`src/rtl/alu_exec_pipe.sv`:
```
// ---------------------------------------------------------------------------
// alu_exec_pipe : two-stage valid/ready ALU execution pipe with status flags
// Revision      : 1.0 - initial release
// ---------------------------------------------------------------------------
`default_nettype none

module alu_exec_pipe #(
  parameter int WIDTH = 32,
  parameter int CNT_W = 8
) (
  input  logic             i_Clk,
  input  logic             i_Reset,
  input  logic             i_Valid,
  output logic             o_Ready,
  input  logic [2:0]       i_AluControl,
  input  logic [WIDTH-1:0] i_SrcA,
  input  logic [WIDTH-1:0] i_SrcB,
  output logic             o_Valid,
  input  logic             i_Ready,
  output logic [WIDTH-1:0] o_Result,
  output logic             o_Zero,
  output logic             o_Overflow,
  output logic             o_Illegal,
  output logic [CNT_W-1:0] o_IllegalCount
);

  localparam logic [2:0]       OP_ADD   = 3'b000;
  localparam logic [2:0]       OP_SUB   = 3'b001;
  localparam logic [2:0]       OP_AND   = 3'b010;
  localparam logic [2:0]       OP_OR    = 3'b011;
  localparam logic [2:0]       OP_SLT   = 3'b101;
  localparam logic [CNT_W-1:0] CNT_MAX  = '1;
  localparam int               MSB      = WIDTH - 1;

  logic             s1_valid_q;
  logic [2:0]       s1_op_q;
  logic [WIDTH-1:0] s1_a_q;
  logic [WIDTH-1:0] s1_b_q;

  logic             s2_valid_q;
  logic [WIDTH-1:0] s2_result_q;
  logic             s2_zero_q;
  logic             s2_ovf_q;
  logic             s2_ill_q;
  logic [CNT_W-1:0] cnt_q;

  logic [WIDTH-1:0] result_d;
  logic             zero_d;
  logic             ovf_d;
  logic             ill_d;
  logic [WIDTH-1:0] sum;
  logic [WIDTH-1:0] diff;

  logic s2_adv_ok;
  logic in_xfer;
  logic out_xfer;
  logic s2_load;

  // Ready depends only on pipe state and i_Ready, never on i_Valid.
  assign s2_adv_ok = !s2_valid_q || i_Ready;
  assign o_Ready   = !s1_valid_q || s2_adv_ok;
  assign in_xfer   = i_Valid && o_Ready;
  assign out_xfer  = s2_valid_q && i_Ready;
  assign s2_load   = s1_valid_q && s2_adv_ok;

  assign sum  = s1_a_q + s1_b_q;
  assign diff = s1_a_q - s1_b_q;

  always_comb begin
    result_d = '0;
    ovf_d    = 1'b0;
    ill_d    = 1'b0;
    case (s1_op_q)
      OP_ADD: begin
        result_d = sum;
        ovf_d    = (s1_a_q[MSB] == s1_b_q[MSB]) && (sum[MSB] != s1_a_q[MSB]);
      end
      OP_SUB: begin
        result_d = diff;
        ovf_d    = (s1_a_q[MSB] != s1_b_q[MSB]) && (diff[MSB] != s1_a_q[MSB]);
      end
      OP_AND:  result_d = s1_a_q & s1_b_q;
      OP_OR:   result_d = s1_a_q | s1_b_q;
      OP_SLT:  result_d = {{(WIDTH-1){1'b0}}, ($signed(s1_a_q) < $signed(s1_b_q))};
      default: ill_d = 1'b1;
    endcase
    zero_d = (result_d == '0);
  end

  always_ff @(posedge i_Clk or posedge i_Reset) begin
    if (i_Reset) begin
      s1_valid_q <= 1'b0;
      s1_op_q    <= '0;
      s1_a_q     <= '0;
      s1_b_q     <= '0;
    end else if (in_xfer) begin
      s1_valid_q <= 1'b1;
      s1_op_q    <= i_AluControl;
      s1_a_q     <= i_SrcA;
      s1_b_q     <= i_SrcB;
    end else if (s2_load) begin
      s1_valid_q <= 1'b0;
    end
  end

  always_ff @(posedge i_Clk or posedge i_Reset) begin
    if (i_Reset) begin
      s2_valid_q  <= 1'b0;
      s2_result_q <= '0;
      s2_zero_q   <= 1'b0;
      s2_ovf_q    <= 1'b0;
      s2_ill_q    <= 1'b0;
    end else if (s2_load) begin
      s2_valid_q  <= 1'b1;
      s2_result_q <= result_d;
      s2_zero_q   <= zero_d;
      s2_ovf_q    <= ovf_d;
      s2_ill_q    <= ill_d;
    end else if (out_xfer) begin
      s2_valid_q  <= 1'b0;
    end
  end

  // Counts retired illegal ops, sticking at all-ones.
  always_ff @(posedge i_Clk or posedge i_Reset) begin
    if (i_Reset) begin
      cnt_q <= '0;
    end else if (out_xfer && s2_ill_q && (cnt_q != CNT_MAX)) begin
      cnt_q <= cnt_q + 1'b1;
    end
  end

  assign o_Valid        = s2_valid_q;
  assign o_Result       = s2_result_q;
  assign o_Zero         = s2_zero_q;
  assign o_Overflow     = s2_ovf_q;
  assign o_Illegal      = s2_ill_q;
  assign o_IllegalCount = cnt_q;

endmodule

`default_nettype wire
```
`config.mk`:
```
export PLATFORM = sky130hd
export DESIGN_NAME = alu_exec_pipe
export DESIGN_NICKNAME = d
export VERILOG_FILES = /design/src/rtl/alu_exec_pipe.sv
export SDC_FILE = /design/constraint.sdc
export NUM_CORES = 1
export LEC_CHECK = 0
export ABC_AREA = 1
export CORE_UTILIZATION = 40
export DETAILED_ROUTE_END_ITERATION = 8
export PLACE_DENSITY = 0.72
export SYNTH_ARGS = -nofsm -noshare
export SYNTH_HDL_FRONTEND = slang
export SYNTH_SLANG_ARGS = --single-unit
```
`constraint.sdc`:
```
create_clock -name i_Clk -period 4.82 [get_ports i_Clk]
set_input_delay 0.723 -clock i_Clk [delete_from_list [all_inputs] [get_ports i_Clk]]
set_output_delay 0.723 -clock i_Clk [all_outputs]
set_load 0.05 [all_outputs]
```
==> results.txt, run 1 <==
Die Span Y: 166 um
number of buffers added by the clock tree synthesis step: 9
sum of net half-perimeters after detailed placement: 27900 um
number of primary I/O pins: 116
final-layout worst hold slack: 0.485 ns
run status: complete, but fails checks
count of port buffers added during placement: 115
Antenna Violating Nets Remaining: 0
Setup Total Neg Slack: 0 ns
worst max-slew margin expressed relative to the limit: 27.5%
TritonCTS clock tree: done
number of enable-type register cells in the synthesized netlist: 0
Async S/R FF share, synth: 100%
clock root buffer master: clkbuf_16
antenna violations before repair: 0
overall fraction of global-route tracks in use: 25.4%
insertion delay to the later sink of the worst-skew pair: 0.37 ns
floorplan die width: 166 um
sort of element at the start of the critical path: flip-flop
critical path required time: 5.13 ns
delay of the slowest critical-path stage: 0.40 ns
most frequent cells in the layout: nand2_1 (463), inv_1 (251), nor2_1 (211), nand3_1 (162), a21oi_1 (142)
Worst Tran Pin Value: 1.08 ns
Starting DRT DRC Count: 910
Worst Path Max Fanout: 3
Post-Syn Area: 10700 sq um
number of H-tree branching levels: 3
ANT cells: 0
Post-synth top flop: dfrtp_1
cells traversed along the worst timing path: inv_1 -> ha_1 -> fa_1 -> inv_1 -> nand2_1 -> nand3_2 -> nand2_1 -> nand2_1 -> nand2_1 -> nand3_1 -> nand2_1 -> nor2_1 -> nand2_1 -> nor2_1 -> nand2_1 -> nor2_1 -> nand2_1 -> nor2_1 -> nand3_1 -> nand2_1
Mapped Cells: 1705
detailed-routed wire length on met3: 2110 um
total congestion overflow: 0
Vias/cell: 5.15
power density of the placed cells: 433 nW/um^2
first-pass GRT wire length: 55300 um
highest ir drop seen on vdd: 0.175 mV
post-route clock skew: 0.00992 ns
number of detailed-routing iterations run before antenna repair: 8
count of endpoints failing setup in the final report: 0
final wirelength: 34300 um
setup repair after global routing missed its margin: false
total leakage power: 0.00658 uW
mean post-synth cell area: 6.30 sq um
Max Used Layer: met4
initial core utilization: 41.0%
wire length the detailed router placed on met1: 16300 um
fraction of layout instances using a drive strength above 1: 7.30%
post-detailed-placement cell area: 12000 sq um
total of max-cap violations: 0
hold buffers post-CTS: 0
number of buffers added for setup after CTS: 0
pin count of the biggest net entering global routing: 80
routed wire length on met2: 15100 um
critical path capture point type: flip-flop
count of different cell masters after synthesis: 42
Crit-path slowest cell: fa_1
final instance area: 12400 sq um
CTS Buffer Depth: 2
gp weighted congestion: 0.973
peak clock frequency supported by timing: 336 MHz
number of pins exceeding their max-slew limit in the final report: 0
kind of path behind the tightest hold check: flip-flop to flip-flop
min Tclk post-route: 2.98 ns
placeable core area: 26200 sq um
# fillers: 2726
Arr. time, crit path: 3.29 ns
most frequent standard cell in the layout excluding fill and tap cells: nand2_1
number of global-route vias before repair: 10425
final hold violations: 0
failing checks: design-rule violations
DRC Markers: 11
startpoint-to-endpoint class of the critical path: flip-flop to flip-flop
sequential cell area fraction in the yosys report: 26.1%
total clock sinks: 112
flop2flop setup slack: 1.84 ns
area of the die: 27500 sq um
Warnings, synthesis: 0
WL/cell: 16.2 um
period utilisation layout: 61.8%
clock input transition at the sequential cells of the worst setup and hold paths: 0.08 ns
most repeated library cell on the critical path: nand2_1
cell row count: 59
nets: 1949
via total after detailed routing: 10906
Resized Gates After CTS: 0
register bit total from synthesis: 112
synthesis-to-finish area growth: 14.9%
total power of the final layout: 5350 uW
net count after synthesis: 1877
==> worst paths after layout <==
path | end | startpoint | cells after the start
min reg2reg | o_Result[7]$_DFFE_PP0P_ | o_Result[7]$_DFFE_PP0P_ | 2
min | o_Result[7]$_DFFE_PP0P_ | o_Result[7]$_DFFE_PP0P_ | 2
min in group asynchronous | o_Result[16]$_DFFE_PP0P_ | i_Reset | 2
max in group asynchronous | s1_b_q[5]$_DFFE_PP0P_ | i_Reset | 3
max | o_Zero$_DFFE_PP0P_ | s1_a_q[0]$_DFFE_PP0P_ | 20
max reg2reg | o_Zero$_DFFE_PP0P_ | s1_a_q[0]$_DFFE_PP0P_ | 20
==> per-stage QoR <==
stage	setup slack [ns]	std cells	util (%)
6_report	1.84	2117	47.1
5_1_grt	1.58	2117	47.1
4_1_cts	1.85	2117	47.1
3_5_place_dp	1.84	2101	45.9
3_3_place_gp	1.84	2101	45.9
2_1_floorplan	1.14	1705	-
==> Yosys cell counts (2+ instances only) <==
master	count	area share (%)
clkinv_1	4	0.14
xor2_1	7	0.57
nor3_1	16	0.74
nor2_4	4	0.42
a21oi_2	7	0.57
nor3_2	3	0.28
buf_6	11	1.2
nand2_2	19	1.1
nor2_1	213	7.4
clkbuf_1	17	0.59
inv_1	252	8.8
nand2_4	4	0.42
a21oi_1	142	6.6
o21ai_1	6	0.28
dfrtp_1	112	26
buf_1	7	0.24
inv_2	26	0.91
buf_4	13	0.91
nor2_2	28	1.6
buf_2	10	0.47
nand3_1	162	7.5
nand4_1	19	1.1
ha_1	99	12
nand3_2	11	1.0
fa_1	2	0.37
o21ai_0	22	1.0
o21bai_1	11	0.77
nand2_1	464	16
==> sequential cells by signal (all words and copies together), names as in the netlist <==
| register | count |
|---|---|
| o_Valid | 1 |
| s1_a_q | 32 |
| o_Result | 32 |
| o_Zero | 1 |
| o_IllegalCount | 8 |
| o_Overflow | 1 |
| s1_b_q | 32 |
| o_Illegal | 1 |
| s1_valid_q | 1 |
| s1_op_q | 3 |
==> power by group <==
| part | leakage [uW] | switching [uW] | internal (uW) |
|---|---|---|---|
| registers | 0.00131 | 152 | 1140 |
| clock network | 0.000150 | 403 | 415 |
| logic | 0.00512 | 2260 | 978 |
==> metal layers <==
| metal | vias up | track usage (%) |
|---|---|---|
| li1 | 5447 | - |
| met1 | 5066 | 35.8 |
| met2 | 344 | 40.2 |
| met3 | 49 | 3.50 |
| met4 | 0 | 7.88 |
| met5 | - | 0 |
==> area by class of cell <==
| type | count | area (sq um) | share of cell area, % |
|---|---|---|---|
| timing repair buffer | 119 | 1210 | 9.76 |
| clock inverter | 7 | 91.3 | 0.739 |
| tap | 335 | 419 | 3.39 |
| inverter | 283 | 1070 | 8.64 |
| multi-input combinational | 1252 | 6540 | 53.0 |
| sequential | 112 | 2800 | 22.7 |
| clock buffer | 9 | 225 | 1.82 |
==> cells by family (layout without fill, tap and decap cells) <==
group	count (synthesis)	in the layout	share of synthesized area, %
compound gates	195	195	9.75
xor+xnor	8	8	0.652
fa+ha+maj	101	101	11.9
buf+inv	341	418	13.3
flops	112	112	26.1
simple gates	948	948	38.4
==> worst max-delay path: cells and delay by family, from the launching register on <==
kind	cells	cell delay (ns)
AND/OR/NAND/NOR	16	1.70
flip-flops	1	0.36
adder cells (fa/ha/maj)	2	0.65
buffers and inverters	2	0.21
Power figures use the tool's default switching activity.
==> inputs of run 2 (changes only) <==
Clock period 4.82 ns to 2.9 ns, I/O delays scaled along.
==> run 2 against run 1 <==
Against the previous run:
- the run still ends with design-rule violations left
- total power rose by 71%
- combinational power rose by 76%
- design area rose by 3.7%
==> results.txt, run 2 (synthesis gave the netlist of run 1 again) <==
CTS Buffer Depth: 2 (unchanged)
count of port buffers added during placement: 115 (unchanged)
hold path depth: 2 (unchanged)
via total after detailed routing: 10990 (+0.77%)
synthesis-to-finish area growth: 19.2%
Hold Path Origin: o_Result[5]$_DFFE_PP0P_
pin count of the biggest net entering global routing: 113 (+41%)
Starting DRT DRC Count: 909 (-0.11%)
floorplan die width: 166 um (unchanged)
final hold violations: 0 (unchanged)
clock root buffer master: clkbuf_16
final instance area: 12800 sq um (+3.7%)
DRC Markers: 11 (unchanged)
TritonCTS clock tree: done
placeable core area: 26200 sq um (unchanged)
number of primary I/O pins: 116 (unchanged)
initial core utilization: 41.0% (unchanged)
Arr. time, crit path: 3.00 ns (-0.29 ns)
worst max-slew margin expressed relative to the limit: 59.2% (+32 points)
number of pins exceeding their max-slew limit in the final report: 0 (unchanged)
insertion delay to the later sink of the worst-skew pair: 0.37 ns (about the same)
total congestion overflow: 0 (unchanged)
cells traversed along the worst timing path: inv_1 -> ha_1 -> buf_4 -> nand2_1 -> inv_1 -> nand2_1 -> nand3_1 -> a21oi_1 -> nor2_1 -> nor2_1 -> a21oi_1 -> o211ai_1 -> nor2_1 -> nand3_1 -> nand2_1
Hold Crit Endpoint: o_Result[5]$_DFFE_PP0P_
end of the worst register-to-register path: o_Zero$_DFFE_PP0P_
Worst Tran Pin Value: 0.613 ns (-0.472 ns)
Cell Count Post-Placement: 2135 (+1.6%)
failing checks: design-rule violations
worst r2r src: s1_a_q[21]$_DFFE_PP0P_
total leakage power: 0.00676 uW (+2.6%)
total clock sinks: 112 (unchanged)
area of the die: 27500 sq um (unchanged)
antenna violations before repair: 0 (unchanged)
most frequent cells in the layout: nand2_1 (462), inv_1 (250), nor2_1 (206), nand3_1 (159), a21oi_1 (138)
Vias/cell: 5.10 (-1.0%)
count of endpoints failing setup in the final report: 0 (unchanged)
Die Span Y: 166 um (unchanged)
sort of element at the start of the critical path: flip-flop
Antenna Violating Nets Remaining: 0 (unchanged)
Util after Layout: 48.9% (+1.8 points)
cell row count: 59 (unchanged)
delay of the slowest critical-path stage: 0.38 ns (-0.02 ns)
number of detailed-routing iterations run before antenna repair: 9 (+1)
gp weighted congestion: 0.975 (+0.25%)
Worst Path Max Fanout: 8 (+5)
total of max-cap violations: 0 (unchanged)
final wirelength: 36000 um (+4.8%)
most frequent standard cell in the layout excluding fill and tap cells: nand2_1
ANT cells: 0 (unchanged)
number of H-tree branching levels: 3 (unchanged)
final-layout worst hold slack: 0.488 ns (+0.00291 ns)
min Tclk post-route: 2.73 ns (-0.248 ns)
run status: complete, but fails checks
number of global-route vias before repair: 10486 (+0.59%)
Worst Reg2Reg Path Length in Cells: 15 (-25%)
flop2flop setup slack: 0.17 ns (-1.67 ns)
# fillers: 2708 (-0.66%)
critical path capture point type: flip-flop
count of buffer and inverter cells on the critical path: 3 (+1)
WL/cell: 16.7 um (+2.9%)
nets: 1987 (+1.9%)
power density of the placed cells: 715 nW/um^2 (+65%)
kind of path behind the tightest hold check: flip-flop to flip-flop
period utilisation layout: 94.2% (+32 points)
highest ir drop seen on vdd: 0.269 mV (+54%)
sum of net half-perimeters after detailed placement: 29400 um (+5.2%)
first-pass GRT wire length: 57300 um (+3.7%)
post-detailed-placement cell area: 12300 sq um (+2.3%)
crit path launch: s1_a_q[21]$_DFFE_PP0P_
critical path required time: 3.17 ns (-1.96 ns)
overall fraction of global-route tracks in use: 26.6% (+1.2 points)
peak clock frequency supported by timing: 366 MHz (+9.1%)
startpoint-to-endpoint class of the critical path: flip-flop to flip-flop
Layout Cells excl Fill: 2155 (+1.8%)
post-route clock skew: 0.0141 ns (+0.00414 ns)
Crit-path slowest cell: dfrtp_1
fraction of layout instances using a drive strength above 1: 11.4% (+4.1 points)
hold buffers post-CTS: 0 (unchanged)
number of buffers added by the clock tree synthesis step: 9 (unchanged)
clock input transition at the sequential cells of the worst setup and hold paths: 0.09 ns (about the same)
total power of the final layout: 9160 uW (+71%)
kind of cell adding the most delay to the critical path: simple AND/OR/NAND/NOR gates
==> run 2: cell types whose count changed in the layout (fill, tap and decap cells not counted), sizes merged <==
cell,delta
buf,+38
bufinv,-1
clkinv,+1
==> run 2: worst max path at each step <==
stage                                  to  slack, ns  cells after the start
floorplan           s1_a_q[0]$_DFFE_PP0P_       0.52                      5
detailed placement     o_Zero$_DFFE_PP0P_       0.10                     18
global route           o_Zero$_DFFE_PP0P_     -0.009                     18
finish                 o_Zero$_DFFE_PP0P_       0.17                     15
global placement       o_Zero$_DFFE_PP0P_       0.09                     18
CTS                    o_Zero$_DFFE_PP0P_       0.08                     18
==> run 2: stage by stage <==
stage / setup slack (ns) / TNS, ns
after CTS: 0.0805 / 0
after global placement: 0.0899 / 0
after global routing: -0.00859 / -0.00859
final: 0.170 / 0
after floorplan: 0.522 / 0
after detailed placement: 0.102 / 0
==> run 2: final cells by class <==
type | instances | area [sq um] | area share [%]
clock buffer | 9 | 225 | 1.76
timing repair buffer | 157 | 1520 | 11.8
inverter | 283 | 1070 | 8.34
tap | 335 | 419 | 3.27
sequential | 112 | 2800 | 21.9
multi-input combinational | 1252 | 6700 | 52.3
clock inverter | 7 | 78.8 | 0.615
==> run 2: what timing repair did <==
item / 4_1_cts / 5_1_grt
resized for setup: 0 / 46
endpoints found under the setup margin: 0 / 2
buffers inserted: 0 / 4
hold endpoints to repair: 0 / 0
==> run 2: worst min-delay path: cells and delay by family, from the launching register on <==
family,cells,cell delay (ns)
compound gates,1,0.06
flops,1,0.35
simple gates,1,0.05
==> run 2: metal layers <==
layer	global-route usage, %	wire length, um
met1	38.4	17500
met2	42.4	15800
met3	2.98	2180
met4	6.26	483
met5	0	0
==> run 2: where the power goes <==
group / internal [uW] / switching (uW)
clock network: 615 / 708
registers: 1890 / 241
logic: 1830 / 3870
==> variant 1 (flow settings as in run 2) <==
Change the parameter `WIDTH` from 32 to 64.
--- a/src/rtl/alu_exec_pipe.sv
+++ b/src/rtl/alu_exec_pipe.sv
@@ -5,7 +5,7 @@
 `default_nettype none
 
 module alu_exec_pipe #(
-  parameter int WIDTH = 32,
+  parameter int WIDTH = 64,
   parameter int CNT_W = 8
 ) (
   input  logic             i_Clk,
Ports: changed (resized i_SrcA, i_SrcB and o_Result); port bits go from 116 to 212. No check against the original RTL was run, so the function may have changed too.
==> variant 1 against run 2 <==
  * Clock power is 140% higher
  * Utilization is 14 points higher
  * The flow finishes with violations (setup timing)
  * Synthesized area is 100% higher
  * Worst setup slack worse by 0.25 ns
  * Maximum frequency is 8.5% lower
  * Routed wire length grew to 2.8 times the old value
  * Synthesized cell count is 120% higher
  * Non-clock buffer count is 944 higher
  * Total power grew to 2.6 times the old value
  * Critical path depth is 7 higher
  * Cell area grew to 2.7 times the old value
  * Sequential cell count is 96 higher
==> variant 1: results (changes against run 2) <==
| Metric | Value |
|---|---|
| Status | complete, but fails checks |
| Failing checks | setup timing |
| Switch Pwr | 11.8 mW (+140%) |
| Largest net degree at the start of global routing | 114 (+0.88%) |
| CP arrival | 3.49 ns (+0.49 ns) |
| First-pass GRT wire length | 151,000 µm (+160%) |
| Met2 Use GR | 53.8% (+11 points) |
| Count of cell types in the netlist | 39 (-7.1%) |
| Wl on met1 | 44,600 µm (+150%) |
| Synth Instances | 3,749 (+120%) |
| Combinational Power Share | 70.6% (+8.3 points) |
| H-tree Lvls | 1 (-2) |
| Worst-margin pin slew | 0.978 ns (+0.366 ns) |
| Fin nets | 5,104 (+160%) |
| Pwr Density | 709 nW/µm² (-0.89%) |
| Syn Nets | 4,094 (+120%) |
| CP Launch Point | s1_a_q[0]$_DFFE_PP0P_ |
| Finished Layout Cells | 5,472 (+150%) |
| Pre-CTS setup slack | -0.375 ns (-0.477 ns) |
| Commonest cells post-synth | 1,113 x nand2_1, 645 x inv_1, 592 x nor2_1, 341 x a21oi_1, 247 x nand3_1 |
| Clock latency on the worst-skew pair | 0.57 ns (+0.20 ns) |
| GRT Resource Usage Total | 35.5% (+8.8 points) |
| Vias in the first global route | 26,500 (+150%) |
| Clock power share | 13.1% (-1.3 points) |
| Layout cells sized above 1 | 30.1% (+19 points) |
| Vias per cell | 5.09 (-0.14%) |
| Initial antenna violation count | 4 (+4) |
| GP Congestion | 1.11 (+14%) |
| Crit-path max FO | 4 (-4) |
| DR top layer | met5 |
| Num CTS Buffers | 24 (+15) |
| Async set-reset flop share out of synthesis | 100% (unchanged) |
| Dominant cells by area after synthesis | dfrtp_1 24%, nand2_1 19%, ha_1 12% |
| Routed WL | 101,000 µm (+180%) |
| Setup TNS | -0.0840 ns (-0.0840 ns) |
| Max incr delay on CP | 0.41 ns (+0.03 ns) |
| DRT Pass-1 Iters | 7 (-2) |
| Fin Hold WS | 0.159 ns (-0.328 ns) |
| Nature of the critical path endpoint | register |
| Worst reg2reg path depth | 22 (+7) |
| Met2 wire length | 42,900 µm (+170%) |
| Detailed Place HPWL | 84,300 µm (+190%) |
| Final WS setup | -0.0840 ns (-0.253 ns) |
| Grt met3 use | 6.58% (+3.6 points) |
| Placed cells | 5,382 (+150%) |
| Type of the most critical hold path | in -> async |
| Final setup viols | 1 (+1) |
| Lkg Pwr | 18.5 nW (+170%) |
| DRT iter0 DRCs | 2,763 (+200%) |
| Peak supply drop | 0.493 mV (+83%) |
| IO Port Bufs | 211 (+83%) |
| Register area share after synthesis | 23.9% (-2.2 points) |
| Setup Skew | 0.0231 ns (+0.00906 ns) |
| Routing usage on met1 | 50.7% (+12 points) |
| CTS Buffer Depth | 3 (+1) |
| Placed cell areas | 30,700 µm² (+150%) |
| Routed met3 length | 10,600 µm (+390%) |
[variant 1: area by class of cell]
| cell class | count | area (µm²) | area share (%) |
|---|---|---|---|
| inverters | 649 | 2440 | 7.17 |
| clock inverters | 11 | 141 | 0.415 |
| clock buffers | 31 | 667 | 1.96 |
| repair buffers | 1101 | 8970 | 26.3 |
| well taps | 696 | 871 | 2.56 |
| flip-flops and latches | 208 | 5210 | 15.3 |
| multi-input cells | 2775 | 15800 | 46.3 |
| diodes | 1 | 2.50 | 0.00734 |
[variant 1: logic make-up (layout without fill, tap and decap cells)]
logic type      Yosys count  after routing  synth area share, %
simple gates           2051           2051                 37.9
compound gates          504            504                 12.0
other cells               0              1                    0
buf+inv                 766           1792                 13.7
xor+xnor                 10             10                0.402
fa+ha+maj               210            210                 12.1
flops                   208            208                 23.9
[variant 1: timing repair]
action	in CTS	in global routing
setup endpoints to repair	18	34
gates resized for setup	204	414
hold buffers	0	0
gates cloned	0	0
setup buffers	21	26
pin swaps	37	102
==> variant 2 (flow settings as in run 2) <==
Made on the original files. Put one more register stage on the output `o_Overflow`, with the module's reset. The value now appears one clock later. The other outputs are not delayed to match.
--- a/src/rtl/alu_exec_pipe.sv
+++ b/src/rtl/alu_exec_pipe.sv
@@ -133,7 +133,13 @@
   assign o_Valid        = s2_valid_q;
   assign o_Result       = s2_result_q;
   assign o_Zero         = s2_zero_q;
-  assign o_Overflow     = s2_ovf_q;
+  always_ff @(posedge i_Clk or posedge i_Reset) begin
+    if (i_Reset) begin
+      o_Overflow <= '0;
+    end else begin
+      o_Overflow <= s2_ovf_q;
+    end
+  end
   assign o_Illegal      = s2_ill_q;
   assign o_IllegalCount = cnt_q;
 
Behaviour: not the same (a bounded check fails within 4 cycles, from zero or initial values and one cycle with i_Reset high).
==> variant 2 against run 2 <==
  * The run still ends with DRC left
  * Total power increased by 9.8%
  * Combinational power about the same
  * Worst setup slack lost 0.056 ns
  * Sequential cell count grew 1
  * Synthesized area shrank 0.23%
  * Cell area grew 3.2%
  * Final cell count is 0.70% higher
  * Routed wire length decreased by 0.79%
  * Critical endpoint unchanged
  * Highest routed layer unchanged
==> variant 2: results (changes against run 2) <==
| Metric | Value |
|---|---|
| Clock latency on the worst-skew pair | 0.43 ns (+0.06 ns) |
| Grt total ovfl | 0 (unchanged) |
| Worst-path clk slew | 0.06 ns (-0.03 ns) |
| Failing checks | DRC |
| Max incr delay on CP | 0.40 ns (+0.02 ns) |
| Register area share after synthesis | 26.4% (+0.29 points) |
| CTS root buf | clkbuf_16 |
| Setup Skew | 0.0114 ns (-0.00262 ns) |
| Layout cells sized above 1 | 12.3% (+0.94 points) |
| Largest net degree at the start of global routing | 114 (+0.88%) |
| Critical R2R Launch | s1_b_q[6]$_DFFE_PP0P_ |
| Syn Nets | 1,863 (-0.75%) |
| Placed cells | 2,133 (-0.094%) |
| Fin nets | 1,994 (+0.35%) |
| Dominant cells by area after synthesis | dfrtp_1 26%, nand2_1 16%, ha_1 12% |
| Worst reg2reg path depth | 20 (+5) |
| Post-Syn Area per Cell | 6.34 µm² (+0.59%) |
| H-tree Lvls | 4 (+1) |
| Internal reg-to-reg setup slack | 0.11 ns (-0.06 ns) |
| Fin Hold WS | 0.381 ns (-0.107 ns) |
| Commonest cells post-synth | 459 x nand2_1, 275 x inv_1, 186 x nor2_1, 150 x nand3_1, 114 x a21oi_1 |
| Count of cell types in the netlist | 42 (unchanged) |
| Detailed Place HPWL | 28,600 µm (-2.7%) |
| Vias per cell | 5.17 (+1.3%) |
| Synth Warn # | 0 (unchanged) |
| Relative slew margins | 52.5% (-6.7 points) |
| Status | complete, but fails checks |
| Routed len/inst | 16.4 µm (-1.5%) |
| Peak supply drop | 0.300 mV (+12%) |
| Crit-path max FO | 6 (-2) |
| DRT iter0 DRCs | 914 (+0.55%) |
| GP Congestion | 1.03 (+5.5%) |
| Lkg Pwr | 6.92 nW (+2.4%) |
| GRT Resource Usage Total | 26.2% (-0.39 points) |
| DRC viols | 10 (-1) |
| Via Count | 11,200 (+2.0%) |
| Num CTS Buffers | 17 (+8) |
| First-pass GRT wire length | 56,800 µm (-0.89%) |
==> variant 2: cell count changes after synthesis, sizes merged, moves of 9 or more <==
cell / run 2 / this run
nor2: 245 / 212
a21oi: 149 / 119
o22ai: 0 / 25
inv: 279 / 303
nand3: 173 / 156
nand3b: 0 / 12
o21ai: 28 / 37
==> variant 2: worst max-delay path: cells and delay by family (launching register included) <==
| kind | cells | cell delay, ns |
|---|---|---|
| fa+ha+maj | 1 | 0.23 |
| flops | 1 | 0.40 |
| simple gates | 16 | 1.71 |
| buf+inv | 3 | 0.36 |
==> variant 2: timing repair <==
| item | CTS | global route |
|---|---|---|
| gates resized for setup | 8 | 50 |
| pin swaps | 1 | 9 |
| setup buffers | 1 | 4 |
| setup endpoints to repair | 1 | 2 |
| gates cloned | 0 | 0 |
==> variant 2: layout make-up <==
type                            count  area [µm²]
Timing Repair Buffer              168        1620
Clock inverter                     13         160
Clock buffer                       19         443
Sequential cell                   113        2830
Multi-Input combinational cell   1216        6610
Inverter                          306        1150
Fill cell                        2684       13000
Tap cell                          335         419
==> variant 2: metal layers <==
layer,vias to the layer above,part of all wire (%),GRT usage [%]
met5,-,0,0
met4,0,2.1,7.44
met3,58,7.3,4.31
met2,430,45,42.4
met1,5196,46,36.1
li1,5529,-,-
==> variant 2: how the worst min path moves through the flow <==
stage,startpoint,depth (start not counted),to
CTS,s2_ovf_q$_DFFE_PP0P_,0,o_Overflow$_DFF_PP0_
finish,s2_ovf_q$_DFFE_PP0P_,0,o_Overflow$_DFF_PP0_
global placement,s2_ovf_q$_DFFE_PP0P_,0,o_Overflow$_DFF_PP0_
global route,s2_ovf_q$_DFFE_PP0P_,0,o_Overflow$_DFF_PP0_
floorplan,s2_ovf_q$_DFFE_PP0P_,0,o_Overflow$_DFF_PP0_
detailed placement,s2_ovf_q$_DFFE_PP0P_,0,o_Overflow$_DFF_PP0_
==> variant 2: metrics by stage <==
stage               setup WS, ns  total power [mW]  instance area [µm²]  TNS, ns
finish                     0.113              10.1                13200        0
global route             0.00235              10.7                13200        0
CTS                       0.0381              9.85                13000        0
detailed placement        -0.157              7.59                12400   -0.157
global placement          -0.172              7.54                12400   -0.172
floorplan                  0.518              5.90                10700        0
==> variant 2: power breakdown <==
part	switching, mW	leakage, nW	internal, mW
clock network	0.850	0.281	1.37
registers	0.241	1.32	1.91
logic	3.80	5.32	1.88
==> variant 2: cell families after synthesis <==
group	after synthesis	share of synthesized area (%)
and+or+nand+nor	907	36.7
buffers and inverters	362	14.1
AOI/OAI and AO/OA	198	10.1
DFF	113	26.4
adders and majority gates	101	11.9
xor gates and xnor gates	9	0.735
muxes	1	0.105
